==> src/rtl/i2c_slave_mem.sv <==
// I2C slave with a pointer-addressed byte memory (EEPROM-style), plus host-side rx/stop reporting.
// Optional SCL/SDA majority glitch filter enabled by defining I2C_SLAVE_GLITCH_FILTER_EN.
module i2c_slave_mem #(
    parameter int I2C_ADDR_WIDTH = 7,
    parameter int I2C_DATA_WIDTH = 8,
    parameter logic [I2C_ADDR_WIDTH-1:0] SLAVE_ADDR = 7'h22,
    parameter int MEM_DEPTH = 32,
    parameter int PTR_WIDTH = 5
) (
    input  logic                      clk_i,
    input  logic                      rst_i,
    input  logic                      scl_i,
    input  logic                      sda_i,
    output logic                      sda_o,
    output logic                      rx_valid,
    output logic [I2C_DATA_WIDTH-1:0] rx_data,
    output logic [PTR_WIDTH-1:0]      rx_ptr,
    output logic                      stop_det,
    output logic                      busy
);
    localparam int DW = I2C_DATA_WIDTH;
    localparam int AW = I2C_ADDR_WIDTH;
    localparam logic [3:0] NBITS = 4'(DW);

    typedef enum logic [2:0] {
        IDLE, ADDR, ADDR_ACK, WR_BYTE, WR_ACK, RD_BYTE, RD_ACK, IGNORE
    } state_t;

    state_t state, state_n;

    logic [1:0] scl_sync, sda_sync;
    logic       scl_s, sda_s, scl_prev, sda_prev;

    always_ff @(posedge clk_i) begin
        if (rst_i) begin
            scl_sync <= 2'b11;
            sda_sync <= 2'b11;
        end else begin
            scl_sync <= {scl_sync[0], scl_i};
            sda_sync <= {sda_sync[0], sda_i};
        end
    end

`ifdef I2C_SLAVE_GLITCH_FILTER_EN
    logic [1:0] scl_hist, sda_hist;
    logic       scl_filt, sda_filt;

    // 2-of-3 vote over the last three synchronized samples drops single-cycle pulses
    always_ff @(posedge clk_i) begin
        if (rst_i) begin
            scl_hist <= 2'b11;
            sda_hist <= 2'b11;
            scl_filt <= 1'b1;
            sda_filt <= 1'b1;
        end else begin
            scl_hist <= {scl_hist[0], scl_sync[1]};
            sda_hist <= {sda_hist[0], sda_sync[1]};
            scl_filt <= (scl_sync[1] & scl_hist[0]) | (scl_sync[1] & scl_hist[1]) | (scl_hist[0] & scl_hist[1]);
            sda_filt <= (sda_sync[1] & sda_hist[0]) | (sda_sync[1] & sda_hist[1]) | (sda_hist[0] & sda_hist[1]);
        end
    end
    assign scl_s = scl_filt;
    assign sda_s = sda_filt;
`else
    assign scl_s = scl_sync[1];
    assign sda_s = sda_sync[1];
`endif

    always_ff @(posedge clk_i) begin
        if (rst_i) begin
            scl_prev <= 1'b1;
            sda_prev <= 1'b1;
        end else begin
            scl_prev <= scl_s;
            sda_prev <= sda_s;
        end
    end

    logic scl_rise, scl_fall, start_ev, stop_ev;
    assign scl_rise = scl_s & ~scl_prev;
    assign scl_fall = ~scl_s & scl_prev;
    assign start_ev = scl_s & scl_prev & ~sda_s & sda_prev;
    assign stop_ev  = scl_s & scl_prev & sda_s & ~sda_prev;

    logic [DW-1:0]        mem [MEM_DEPTH];
    logic [DW-1:0]        shreg, shreg_n, rd_byte;
    logic [3:0]           bit_cnt, bit_cnt_n;
    logic [PTR_WIDTH-1:0] ptr, ptr_n;
    logic                 first_byte, first_byte_n, rw, rw_n;
    logic                 sda_n, busy_n, rx_valid_n, stop_det_n, mem_we;
    logic [DW-1:0]        rx_data_n;
    logic [PTR_WIDTH-1:0] rx_ptr_n;

    assign rd_byte = mem[ptr];

    always_ff @(posedge clk_i) begin
        if (rst_i) state <= IDLE;
        else       state <= state_n;
    end

    always_comb begin
        state_n      = state;
        shreg_n      = shreg;
        bit_cnt_n    = bit_cnt;
        ptr_n        = ptr;
        first_byte_n = first_byte;
        rw_n         = rw;
        sda_n        = sda_o;
        busy_n       = busy;
        rx_valid_n   = 1'b0;
        rx_data_n    = rx_data;
        rx_ptr_n     = rx_ptr;
        stop_det_n   = 1'b0;
        mem_we       = 1'b0;
        if (stop_ev) begin
            state_n    = IDLE;
            sda_n      = 1'b1;
            stop_det_n = 1'b1;
            busy_n     = 1'b0;
        end else if (start_ev) begin
            state_n   = ADDR;
            bit_cnt_n = '0;
            sda_n     = 1'b1;
            busy_n    = 1'b0;
        end else begin
            case (state)
                IDLE: sda_n = 1'b1;
                ADDR: begin
                    if (scl_rise && bit_cnt < NBITS) begin
                        shreg_n   = {shreg[DW-2:0], sda_s};
                        bit_cnt_n = bit_cnt + 4'd1;
                    end else if (scl_fall && bit_cnt == NBITS) begin
                        bit_cnt_n = '0;
                        if (shreg[DW-1 -: AW] == SLAVE_ADDR) begin
                            sda_n   = 1'b0;
                            busy_n  = 1'b1;
                            rw_n    = shreg[0];
                            state_n = ADDR_ACK;
                        end else begin
                            sda_n   = 1'b1;
                            state_n = IGNORE;
                        end
                    end
                end
                ADDR_ACK: begin
                    if (scl_fall) begin
                        if (!rw) begin
                            sda_n        = 1'b1;
                            first_byte_n = 1'b1;
                            bit_cnt_n    = '0;
                            state_n      = WR_BYTE;
                        end else begin
                            shreg_n   = rd_byte;
                            sda_n     = rd_byte[DW-1];
                            bit_cnt_n = 4'd1;
                            state_n   = RD_BYTE;
                        end
                    end
                end
                WR_BYTE: begin
                    if (scl_rise && bit_cnt < NBITS) begin
                        shreg_n   = {shreg[DW-2:0], sda_s};
                        bit_cnt_n = bit_cnt + 4'd1;
                    end else if (scl_fall && bit_cnt == NBITS) begin
                        bit_cnt_n = '0;
                        sda_n     = 1'b0;
                        state_n   = WR_ACK;
                        if (first_byte) begin
                            ptr_n        = shreg[PTR_WIDTH-1:0];
                            first_byte_n = 1'b0;
                        end else begin
                            mem_we     = 1'b1;
                            rx_valid_n = 1'b1;
                            rx_data_n  = shreg;
                            rx_ptr_n   = ptr;
                            ptr_n      = ptr + 1'b1;
                        end
                    end
                end
                WR_ACK: begin
                    if (scl_fall) begin
                        sda_n   = 1'b1;
                        state_n = WR_BYTE;
                    end
                end
                RD_BYTE: begin
                    if (scl_fall) begin
                        if (bit_cnt == NBITS) begin
                            sda_n     = 1'b1;
                            ptr_n     = ptr + 1'b1;
                            bit_cnt_n = '0;
                            state_n   = RD_ACK;
                        end else begin
                            shreg_n   = {shreg[DW-2:0], 1'b0};
                            sda_n     = shreg[DW-2];
                            bit_cnt_n = bit_cnt + 4'd1;
                        end
                    end
                end
                RD_ACK: begin
                    // ptr already advanced past the byte just sent
                    if (scl_rise && sda_s) begin
                        state_n = IGNORE;
                    end else if (scl_fall) begin
                        shreg_n   = rd_byte;
                        sda_n     = rd_byte[DW-1];
                        bit_cnt_n = 4'd1;
                        state_n   = RD_BYTE;
                    end
                end
                IGNORE:  sda_n = 1'b1;
                default: state_n = IDLE;
            endcase
        end
    end

    always_ff @(posedge clk_i) begin
        if (rst_i) begin
            shreg      <= '0;
            bit_cnt    <= '0;
            ptr        <= '0;
            first_byte <= 1'b0;
            rw         <= 1'b0;
            sda_o      <= 1'b1;
            busy       <= 1'b0;
            rx_valid   <= 1'b0;
            rx_data    <= '0;
            rx_ptr     <= '0;
            stop_det   <= 1'b0;
        end else begin
            shreg      <= shreg_n;
            bit_cnt    <= bit_cnt_n;
            ptr        <= ptr_n;
            first_byte <= first_byte_n;
            rw         <= rw_n;
            sda_o      <= sda_n;
            busy       <= busy_n;
            rx_valid   <= rx_valid_n;
            rx_data    <= rx_data_n;
            rx_ptr     <= rx_ptr_n;
            stop_det   <= stop_det_n;
        end
    end

    always_ff @(posedge clk_i) begin
        if (mem_we && !rst_i) mem[ptr] <= shreg;
    end
endmodule
==> config.mk <==
export PLATFORM = sky130hd
export DESIGN_NAME = i2c_slave_mem
export DESIGN_NICKNAME = d
export VERILOG_FILES = /design/src/rtl/i2c_slave_mem.sv
export SDC_FILE = /design/constraint.sdc
export NUM_CORES = 1
export LEC_CHECK = 0
export CORE_MARGIN = 2
export CORE_UTILIZATION = 55
export CTS_CLUSTER_DIAMETER = 100
export CTS_CLUSTER_SIZE = 8
export DETAILED_ROUTE_END_ITERATION = 7
export HOLD_SLACK_MARGIN = 0.06
export PLACE_DENSITY_LB_ADDON = 0.2
export SYNTH_ARGS = -nofsm -noshare
export SYNTH_HDL_FRONTEND = slang
export SYNTH_SLANG_ARGS = --single-unit
==> constraint.sdc <==
create_clock -name clk_i -period 4.4 [get_ports clk_i]
set_input_delay 0.88 -clock clk_i [delete_from_list [all_inputs] [get_ports clk_i]]
set_output_delay 0.88 -clock clk_i [all_outputs]
set_load 0.02 [all_outputs]
==> flow_metrics.py <==
metrics = {
    "yosys": {
        "ys_warn_count": 0,
        "synth_ff_type": "edfxtp_1",
        "avgSynthCellArea_um2": 17.4,
        "ys_types": 52,
        "synthArstFlopShare": 0,
        "synth_edf_count": 256,
        "ys_seq_area_frac": 0.704,
        "syn_nets": 718,
        "synth_area_um2": 12300,
        "syn_inst": 708,
        "ys_ff_latch": 306,
    },
    "power_and_ir_drop": {
        "p_leak_nw": 4.53,
        "ir_drop_uv": 485,
        "power.density_nw_per_um2": 440,
    },
    "worst_hold_path": {
        "min-delay-path-class": "reg2reg",
    },
    "status": {
        "outcome": "complete, no violations",
    },
    "placement": {
        "routabilityCongestion": 0.857,
        "placedCellCount": 983,
        "dp_hpwl_um": 16900,
        "io_buffer_count": 20,
    },
    "sta": {
        "tightestPinTransition_ns": 1.39,
        "fmax_mhz": 315,
        "period_minus_slack_ns": 3.18,
        "slew_headroom": 0.0710,
        "final_hold_viol_count": 0,
        "timing.final.max_slew_violations": 0,
        "skew_ns": 0.0164,
        "finalSetupViolCount": 0,
        "grt_setup_unrepaired": "false",
        "period_share": 0.722,
        "tns_ns": 0,
    },
    "clocking": {
        "clock_sinks": 306,
        "cts.repair.resized": 0,
        "clk_pin_slew_ns": 0.06,
        "numCtsBuffers": 44,
        "postCtsHoldBufs": 0,
        "postCtsSetupBuffers": 0,
        "clock_latency_ns": 0.53,
        "htree_levels": 2,
        "clockBufferDepth": 3,
        "cts_root_buffer": "clkbuf_16",
        "cts_tree": "done",
    },
    "grt": {
        "grt_busiest_layer": "met2",
        "grt_pass1_vias": 6623,
        "grt_usage": 0.234,
        "antenna_found_initial": 0,
        "grt_pass1_wl_um": 40900,
        "use_met2": 0.374,
        "grtUsageMet3": 0.0552,
        "gr-total-overflow": 0,
        "grt_max_degree": 45,
        "met1_usage": 0.328,
    },
    "die": {
        "coreArea_um2": 22000,
        "fp.dieH_um": 154,
        "start_util": 0.562,
        "dieArea_um2": 23700,
        "ioPinCount": 21,
        "rows": 54,
        "die_x_um": 154,
    },
    "final_layout": {
        "drive_gt1_frac": 0.208,
        "insertedDiodeCount": 0,
        "area_delta_synth_final_pct": 13.9,
        "nNetsFinal": 759,
        "final_cells": 1046,
    },
    "job": {
        "max_cap_viol_count": 0,
    },
    "setup_path": {
        "critPathKind": "reg2reg",
        "cp_max_fo": 9,
        "arrival_ns": 3.33,
        "cp-start-kind": "register",
        "endpoint_kind": "register",
        "cp.required_ns": 4.55,
    },
    "detailed_routing": {
        "viasPerCell": 6.29,
        "wl_per_cell_um": 25.7,
        "dr.pass1.iters": 4,
        "wl_um": 26900,
        "drt-initial-drc-count": 485,
        "vias": 6584,
        "ant_nets": 0,
        "drc": 0,
    },
}
==> routing by layer <==
metal / vias to the layer above / routed length [um] / share of wire
met5: - / 0 / 0
li1: 2901 / - / -
met1: 3359 / 11300 / 0.42
met3: 41 / 2030 / 0.076
met4: 0 / 556 / 0.021
met2: 283 / 13000 / 0.48
==> critical path, cell delays in order (launching register included) <==
cell,delay [ns]
dfxtp_1,0.44
nor2b_1,0.43
nand3_1,0.16
nor3_1,0.50
nand2_1,0.49
nor2_1,0.77
==> layout by cell type, fill, tap and decap left out, types with 9 or more instances in the layout <==
cell             Yosys  layout
edfxtp_1           256     256
buf_4                3      16
clkdlybuf4s50_1      0      20
nand3_1             14      14
nand2b_1            15      15
dfxtp_1             50      48
clkbuf_1            27      15
nor2_1              68      68
nand2_1             22      22
mux4_2              78      78
mux2i_1             23      23
inv_1                9       9
o21ai_0             12      12
a21oi_1             15      15
clkbuf_16            0      45
or2_2                9       9
==> cell usage after synthesis (4+ instances only) <==
cell | count | area share
nor3b_1 | 5 | 0.0030
nand2_1 | 22 | 0.0067
nor2_1 | 68 | 0.021
nor3_1 | 8 | 0.0032
mux4_2 | 78 | 0.14
o21ai_0 | 12 | 0.0049
a21oi_1 | 15 | 0.0061
nor2b_1 | 4 | 0.0020
or3b_2 | 4 | 0.0028
buf_2 | 6 | 0.0024
or4_1 | 8 | 0.0049
inv_1 | 9 | 0.0027
nand3_1 | 14 | 0.0057
nand3b_1 | 6 | 0.0036
mux2i_1 | 23 | 0.019
o221ai_1 | 7 | 0.0050
o22ai_1 | 4 | 0.0020
ha_1 | 6 | 0.0061
or2_2 | 9 | 0.0046
edfxtp_1 | 256 | 0.62
and2_1 | 4 | 0.0020
dfxtp_1 | 50 | 0.081
and3_1 | 4 | 0.0020
nand2b_1 | 15 | 0.0076
o211ai_1 | 5 | 0.0030
clkbuf_1 | 27 | 0.0082
==> where the power goes <==
| part | total [mW] | leakage, nW | internal, mW | switching (mW) |
|---|---|---|---|---|
| clock network | 3.01 | 0.596 | 1.85 | 1.16 |
| logic | 0.0498 | 1.11 | 0.0148 | 0.0350 |
| registers | 3.13 | 2.83 | 3.12 | 0.00552 |
==> area by class of cell <==
class                      instances  area [um2]
sequential                       306        8690
fill                            1470        7900
multi-input combinational        352        3430
clock buffer                      60        1180
tap                              280         350
timing repair buffer              36         320
clock inverter                     3        48.8
inverter                           9        33.8
==> kinds of logic (layout without fill, tap and decap cells) <==
logic type | count (synthesis) | in the layout | synth area share
buffers and inverters | 50 | 108 | 0.0186
xor gates and xnor gates | 1 | 1 | 0.000710
muxes | 101 | 101 | 0.161
adders and majority gates | 7 | 7 | 0.00689
AOI/OAI and AO/OA | 61 | 61 | 0.0325
and+or+nand+nor | 182 | 182 | 0.0764
DFF | 306 | 306 | 0.704
==> registers in the layout, summed over array words and instances, names as in the netlist, 2 cells and up, named ones only <==
register,cells
shreg,8
bit_cnt,4
rx_data,8
state,3
ptr,5
scl_sync,2
rx_ptr,5
mem,256
sda_sync,2
==> path summary, 6_finish.rpt <==
kind | slack [ns] | from | depth (start not counted) | endpoint
hold / removal | 0.40 | sda_sync[0] | 1 | sda_sync[1]
setup / recovery | 1.22 | scl_prev | 5 | mem[0][5]
setup reg to reg | 1.22 | scl_prev | 5 | mem[0][5]
hold reg to reg | 0.40 | sda_sync[0] | 1 | sda_sync[1]
==> stage by stage <==
step                      utilization  setup WS [ns]  power, mW  instance area, um2  hold slack [ns]
after floorplan                     -           2.01       3.21               12300            0.389
after global placement          0.584           1.08       3.23               12800            0.394
after detailed placement        0.584          0.979       3.23               12800            0.395
after CTS                       0.640           1.27       6.23               14100            0.406
after global routing            0.640           1.00       6.36               14100            0.420
final                           0.640           1.22       6.19               14100            0.404
Power figures use the tool's default switching activity.
